## src/rtl/flash_range_erase_ctrl.sv

```systemverilog
// +--------------------------------------------------------------------------+
// | Module   : flash_range_erase_ctrl                                        |
// | Purpose  : Sequential page/bank/range erase controller with busy/done    |
// |            handshake, abort-on-error and failing-page reporting.         |
// | Options  : FLASH_ERASE_RETRY_EN - re-request a failing page once.        |
// | Revision : 1.0 - initial release                                         |
// +--------------------------------------------------------------------------+
`default_nettype none

module flash_range_erase_ctrl #(
    parameter  int Banks        = 2,
    parameter  int PagesPerBank = 256,
    parameter  int WordsPerPage = 256,
    parameter  int CntW         = 8,
    localparam int WordsW       = $clog2(WordsPerPage),
    localparam int PagesW       = $clog2(PagesPerBank),
    localparam int BankW        = (Banks > 1) ? $clog2(Banks) : 1,
    localparam int AddrW        = $clog2(Banks * PagesPerBank * WordsPerPage),
    localparam int TotalPages   = Banks * PagesPerBank
) (
    input  logic             clk_i,
    input  logic             rst_i,
    input  logic             op_start_i,
    input  logic [1:0]       op_type_i,
    input  logic [AddrW-1:0] op_addr_i,
    input  logic [CntW-1:0]  op_num_pages_i,
    output logic             op_busy_o,
    output logic             op_done_o,
    output logic             op_err_o,
    output logic [AddrW-1:0] op_err_addr_o,
    output logic             flash_req_o,
    output logic [AddrW-1:0] flash_addr_o,
    output logic             flash_op_o,
    input  logic             flash_done_i,
    input  logic             flash_error_i
);

    // Page index sum is one bit wider than either operand so the range
    // check cannot wrap.
    localparam int PageIdxW = BankW + PagesW;
    localparam int SumW     = ((PageIdxW > CntW) ? PageIdxW : CntW) + 1;

    localparam logic [1:0] c_type_page  = 2'd0;
    localparam logic [1:0] c_type_bank  = 2'd1;
    localparam logic [1:0] c_type_range = 2'd2;
    localparam logic [1:0] c_type_bad   = 2'd3;

    localparam logic [AddrW-1:0] c_page_mask = ~AddrW'(WordsPerPage - 1);
    localparam logic [AddrW-1:0] c_bank_mask = ~AddrW'(PagesPerBank * WordsPerPage - 1);
    localparam logic [AddrW-1:0] c_page_step = AddrW'(WordsPerPage);
    localparam logic [SumW-1:0]  c_total_pg  = SumW'(TotalPages);

    typedef enum logic [1:0] {
        ST_IDLE = 2'd0,
        ST_REQ  = 2'd1,
        ST_GAP  = 2'd2,
        ST_DONE = 2'd3
    } state_t;

    state_t            r_state;
    state_t            w_next_state;

    logic              r_bank_op;
    logic [AddrW-1:0]  r_addr;
    logic [CntW-1:0]   r_remaining;
    logic              r_err_flag;
    logic [AddrW-1:0]  r_err_addr;

    logic [AddrW-1:0]  w_page_addr;
    logic [AddrW-1:0]  w_start_addr;
    logic [SumW-1:0]   w_last_page;
    logic              w_start_bad;
    logic              w_retry_ok;

`ifdef FLASH_ERASE_RETRY_EN
    logic              r_retried;
    assign w_retry_ok = ~r_retried;
`else
    assign w_retry_ok = 1'b0;
`endif

    assign w_page_addr  = op_addr_i & c_page_mask;
    assign w_start_addr = (op_type_i == c_type_bank) ? (op_addr_i & c_bank_mask) : w_page_addr;
    assign w_last_page  = SumW'(op_addr_i[AddrW-1:WordsW]) + SumW'(op_num_pages_i);
    assign w_start_bad  = (op_type_i == c_type_bad) ||
                          ((op_type_i == c_type_range) && (w_last_page >= c_total_pg));

    always_ff @(posedge clk_i) begin
        if (rst_i) begin
            r_state <= ST_IDLE;
        end else begin
            r_state <= w_next_state;
        end
    end

    always_comb begin
        w_next_state = r_state;
        case (r_state)
            ST_IDLE: begin
                if (op_start_i) begin
                    w_next_state = w_start_bad ? ST_DONE : ST_REQ;
                end
            end
            ST_REQ: begin
                if (flash_done_i) begin
                    if (flash_error_i) begin
                        w_next_state = w_retry_ok ? ST_GAP : ST_DONE;
                    end else if (r_remaining == '0) begin
                        w_next_state = ST_DONE;
                    end else begin
                        w_next_state = ST_GAP;
                    end
                end
            end
            ST_GAP:  w_next_state = ST_REQ;
            ST_DONE: w_next_state = ST_IDLE;
            default: w_next_state = ST_IDLE;
        endcase
    end

    always_ff @(posedge clk_i) begin
        if (rst_i) begin
            r_bank_op   <= 1'b0;
            r_addr      <= '0;
            r_remaining <= '0;
            r_err_flag  <= 1'b0;
            r_err_addr  <= '0;
        end else begin
            case (r_state)
                ST_IDLE: begin
                    if (op_start_i) begin
                        r_bank_op   <= (op_type_i == c_type_bank);
                        r_addr      <= w_start_addr;
                        r_remaining <= (op_type_i == c_type_range) ? op_num_pages_i : '0;
                        r_err_flag  <= w_start_bad;
                        r_err_addr  <= w_start_bad ? w_page_addr : '0;
                    end
                end
                ST_REQ: begin
                    if (flash_done_i) begin
                        if (flash_error_i) begin
                            // A retryable failure keeps address and count so the
                            // GAP cycle leads straight back to the same page.
                            if (!w_retry_ok) begin
                                r_err_flag <= 1'b1;
                                r_err_addr <= r_addr;
                            end
                        end else if (r_remaining != '0) begin
                            r_remaining <= r_remaining - CntW'(1);
                            r_addr      <= r_addr + c_page_step;
                        end
                    end
                end
                default: begin
                end
            endcase
        end
    end

`ifdef FLASH_ERASE_RETRY_EN
    always_ff @(posedge clk_i) begin
        if (rst_i) begin
            r_retried <= 1'b0;
        end else if ((r_state == ST_IDLE) && op_start_i) begin
            r_retried <= 1'b0;
        end else if ((r_state == ST_REQ) && flash_done_i) begin
            r_retried <= flash_error_i;
        end
    end
`endif

    assign op_busy_o     = (r_state != ST_IDLE);
    assign op_done_o     = (r_state == ST_DONE);
    assign op_err_o      = (r_state == ST_DONE) && r_err_flag;
    assign op_err_addr_o = r_err_addr;
    assign flash_req_o   = (r_state == ST_REQ);
    assign flash_addr_o  = r_addr;
    assign flash_op_o    = r_bank_op;

endmodule

`default_nettype wire

```

## config.mk

```make
export PLATFORM = sky130hd
export DESIGN_NAME = flash_range_erase_ctrl
export DESIGN_NICKNAME = d
export VERILOG_FILES = /design/src/rtl/flash_range_erase_ctrl.sv
export SDC_FILE = /design/constraint.sdc
export NUM_CORES = 1
export LEC_CHECK = 0
export BUFFER_PORTS_ARGS = -buffer_cell sky130_fd_sc_hd__clkbuf_2
export CAP_MARGIN = 25
export CORE_MARGIN = 10
export CORE_UTILIZATION = 49
export DETAILED_ROUTE_END_ITERATION = 8
export PLACE_DENSITY_LB_ADDON = 0.08
export SYNTH_ARGS = -nofsm -noshare
export SYNTH_HDL_FRONTEND = slang
export SYNTH_SLANG_ARGS = --single-unit
export TNS_END_PERCENT = 30
```

## constraint.sdc

```tcl
create_clock -name clk_i -period 2.1 [get_ports clk_i]
set_input_delay 0.105 -clock clk_i [delete_from_list [all_inputs] [get_ports clk_i]]
set_output_delay 0.105 -clock clk_i [all_outputs]
set_load 0.005 [all_outputs]
```

==> run summary <==
Wires add up to 5.303 mm. The count of yosys warnings during synthesis was 0. Data on the critical path arrives at its endpoint at 2.07 ns. In the finished design, the share of the clock period the worst path needs comes to 90.28%. Clock latency on the worst-skew pair, taken at its later pin, is 0.29 ns. On the final layout, the worst clock skew is 0.004656 ns. Sorting the synthesized cells by area gives the leading types as dfxtp_1 (31%), ha_1 (7.1%), buf_4 (6.6%). The first detailed-routing pass took 4 iterations.

The worst hold path belongs to the class input port to register. The slowest stage of the critical path is the dfxtp_2 cell. Post-CTS timing repair inserted 0 buffers for setup.

Sequential cells were found to cover 30.93% of the synthesized design area. Setup repair after global routing left no endpoint under its margin. Fraction of synthesized cell area taken by the top area cell type: 30.93%.

The kind of cell with the highest combined delay along the critical path is compound AO/OA/AOI/OAI gates. The post-synthesis instance area is 1942 um^2. The post-route netlist has 25.09% of its cells at a drive strength greater than 1. In this run, synthesis produced a sequential element count of 30. The logs give 30 for the count of clock tree sinks and 2.27 ns for the critical path data required time.

The logs give 527.4 MHz for the fmax and 329 for the post-layout net count. After Yosys synthesis, and, or, nand and nor cells account for 20.55% of the synthesized area. Clock tree buffer depth: 2. The run finished with clean final reports.

The number of antenna violations at the first check in global routing came out at 0. The horizontal extent of the die came out at 82.95 um. The cell chosen for the clock root is clkbuf_8. The wire length of the first global-routing pass is 8.935 mm, and the internal power summed over all cells is 1.157 mW.

The run gives 27.1% as the share of power burned in the clock network. Of the total power, registers draw 40.0%. The die is 82.95 um tall. After layout, the minimum clock period comes to 1.896 ns. The count of nets left with antenna violations once routing finished came out at 0.

After synthesis, the mean cell area works out to 8.299 um^2. The category of the critical setup timing path is register to register. Using the TritonRoute via totals, the vias-per-cell ratio works out to 5.558. By area, the combinational part of the netlist is dominated by compound AO/OA/AOI/OAI gates. The number of buffers and inverters on the critical path is 2. After synthesis, the share of cell area in mux cells is 4.639%.

Power spread over the standard cell area amounts to 782.9 nW/um^2. Net switching is 35.07% of the power. Of all cell types, the one taking the most synthesized area is dfxtp_1. The count of buffers added on input and output ports is 46. For the total vias in the final route, the log shows 1862. TritonCTS built the clock tree.

For the largest net degree at the start of global routing, the log shows 24. The share of async-settable or async-resettable flops after synthesis was 0%. The adder-cell share of the synthesized area works out to 7.088%. The number of failing hold endpoints at the final stage was 0; the overall routing resource usage was 15.12%. The worst voltage drop across the vdd grid is 0.5180 mV, and the count of flip-flops with a built-in enable after synthesis is 0. STA classifies the critical path endpoint as a register.

The tools report the number of global-route vias before repair as 1879. Traced cell by cell, the critical path runs through inv_1 > ha_1 > nor3b_2 > a2111oi_4 > buf_4 > nor2_4 > a221oi_1 > nor3_1. In this run the number of H-tree levels came out at 2.

Summing the areas of all compound-gate instances in the mapped netlist gives 23.65% of the synthesized area. Synthesis instantiated 47 different standard cells from the library. The last weighted congestion value of the routability-driven placer is 0.8137, and the core area is 3744 um^2. For this run, the slowest stage of the critical path takes 0.36 ns. The worst setup path is launched from a register. 71 I/O pins were placed.

The most numerous cell in the Yosys netlist was dfxtp_1. After synthesis, the most frequently instantiated cells are dfxtp_1 (30), nor2_1 (25), nand2_1 (21). The synthesis-to-layout area growth is 17.20%, and the count of standard-cell rows is 22. The predominant post-synthesis flop cell is dfxtp_1. In the routed design, unresolved DRC markers number 0.

Measured against its own limit, the worst slew margin works out to 63.16%. The actual transition at the worst max-transition pin was 0.5506 ns. The tools report the total overflow reported by the global router as 0. Once the clock tree was built, the resizer swapped 0 gates to a different size. Clock-pin slew was measured on the worst setup and hold paths at 0.06 ns. The run gives 51.87% as the initial core utilization.

The area enclosed by the die boundary is 6881 um^2, and the final number of max-transition violations is 0. The total half-perimeter wirelength after legalization and detailed placement was 4.104 mm; the leakage component of the power was 1.053 nW. After Yosys synthesis, XOR and XNOR cells account for 2.255% of the synthesized area.

Counting every instance in the synthesized netlist gives 234. The tools report the total of max-cap violations as 0. 0 antenna diodes ended up in the layout.

The DRC marker count from the first detailed-route iteration came out at 147. Clock tree synthesis inserted a total of 5 buffers. After clock tree synthesis, the flow added hold-fix buffers numbering 0. After detailed routing, the average wire length per cell comes to 15.83 um. Adding up every negative setup slack in the final design gives 0 ns. The count of endpoints failing setup in the final report was 0; the maximum fanout encountered on the critical timing path was 18. The combinational share of power came out at 32.9%. For this run, the share of the core covered by cells in the final layout is 60.80%. The analysis attributes to net switching a power of 0.6249 mW.
## worst reg2reg max path: stages (launching register included)
cell	delay, ns
dfxtp_2	0.36
inv_1	0.09
ha_1	0.20
nor3b_2	0.17
a2111oi_4	0.36
buf_4	0.17
nor2_4	0.08
a221oi_1	0.27
nor3_1	0.08
## layout make-up
class	instances	area, um^2
Multi-Input combinational cell	186	1195
Clock inverter	1	5.005
Timing Repair Buffer	55	297.8
Clock buffer	7	86.33
Inverter	8	30.03
Sequential cell	30	601.8
Fill cell	374	1468
Tap cell	48	60.06
## stage by stage
step | worst slack [ns] | std cells | hold slack (ns) | instance area (um^2) | power [mW]
finish | 0.2041 | 335 | 0.1270 | 2276 | 1.782
global route | 0.01074 | 335 | 0.1623 | 2276 | 1.899
CTS | 0.05515 | 335 | 0.1226 | 2270 | 1.789
detailed placement | 0.07621 | 327 | 0.4281 | 2178 | 1.303
global placement | 0.1375 | 327 | 0.4247 | 2178 | 1.295
floorplan | 0.2307 | 249 | 0.1965 | 1998 | 1.140
## metal layers
layer / up-vias / GRT usage (%) / part of all wire (%)
met4: 0 / 6.769 / 2.6
met2: 78 / 22.84 / 44
li1: 916 / - / -
met3: 13 / 6.934 / 9.4
met1: 855 / 17.82 / 44
met5: - / 0 / 0
## worst paths after layout
path	cells after the start	slack, ns	from	endpoint
max	8	0.20	r_remaining[0]$_SDFFE_PP0P_	flash_addr_o[15]$_SDFFE_PP0P_
min	4	0.13	flash_done_i	r_state[0]$_SDFFE_PP0P_
max reg2reg	8	0.20	r_remaining[0]$_SDFFE_PP0P_	flash_addr_o[15]$_SDFFE_PP0P_
min reg2reg	2	0.45	op_err_addr_o[9]$_SDFFE_PP0P_	op_err_addr_o[9]$_SDFFE_PP0P_
## power groups by stage
stage / registers [mW] / logic, mW / clock network (mW)
after global routing: 0.727 / 0.659 / 0.513
after detailed placement: 0.723 / 0.580 / 0
final: 0.712 / 0.586 / 0.483
after CTS: 0.710 / 0.584 / 0.495
after global placement: 0.721 / 0.574 / 0
after floorplan: 0.712 / 0.428 / 0
## kinds of logic after synthesis
group,Yosys count
xor+xnor,5
flops,30
fa+ha+maj,11
other cells,1
simple gates,79
mux,9
compound gates,66
buf+inv,33
## flip-flops by register name (all words and copies together) (netlist names)
name / flops
flash_addr_o: 9
flash_op_o: 1
op_err_addr_o: 9
r_err_flag: 1
r_remaining: 8
r_state: 2
## cells in the final DEF, fill, tap and decap left out, drive strengths merged, types with 7 or more instances in the layout
master	Yosys	layout
clkbuf	5	53
dfxtp	30	30
nor2	26	26
nand2	21	21
a21oi	18	18
o21ai	18	18
conb	1	16
nor3	12	12
ha	11	11
mux2i	9	9
buf	20	9
inv	8	8
a221oi	7	7
Power figures use the tool's default switching activity.
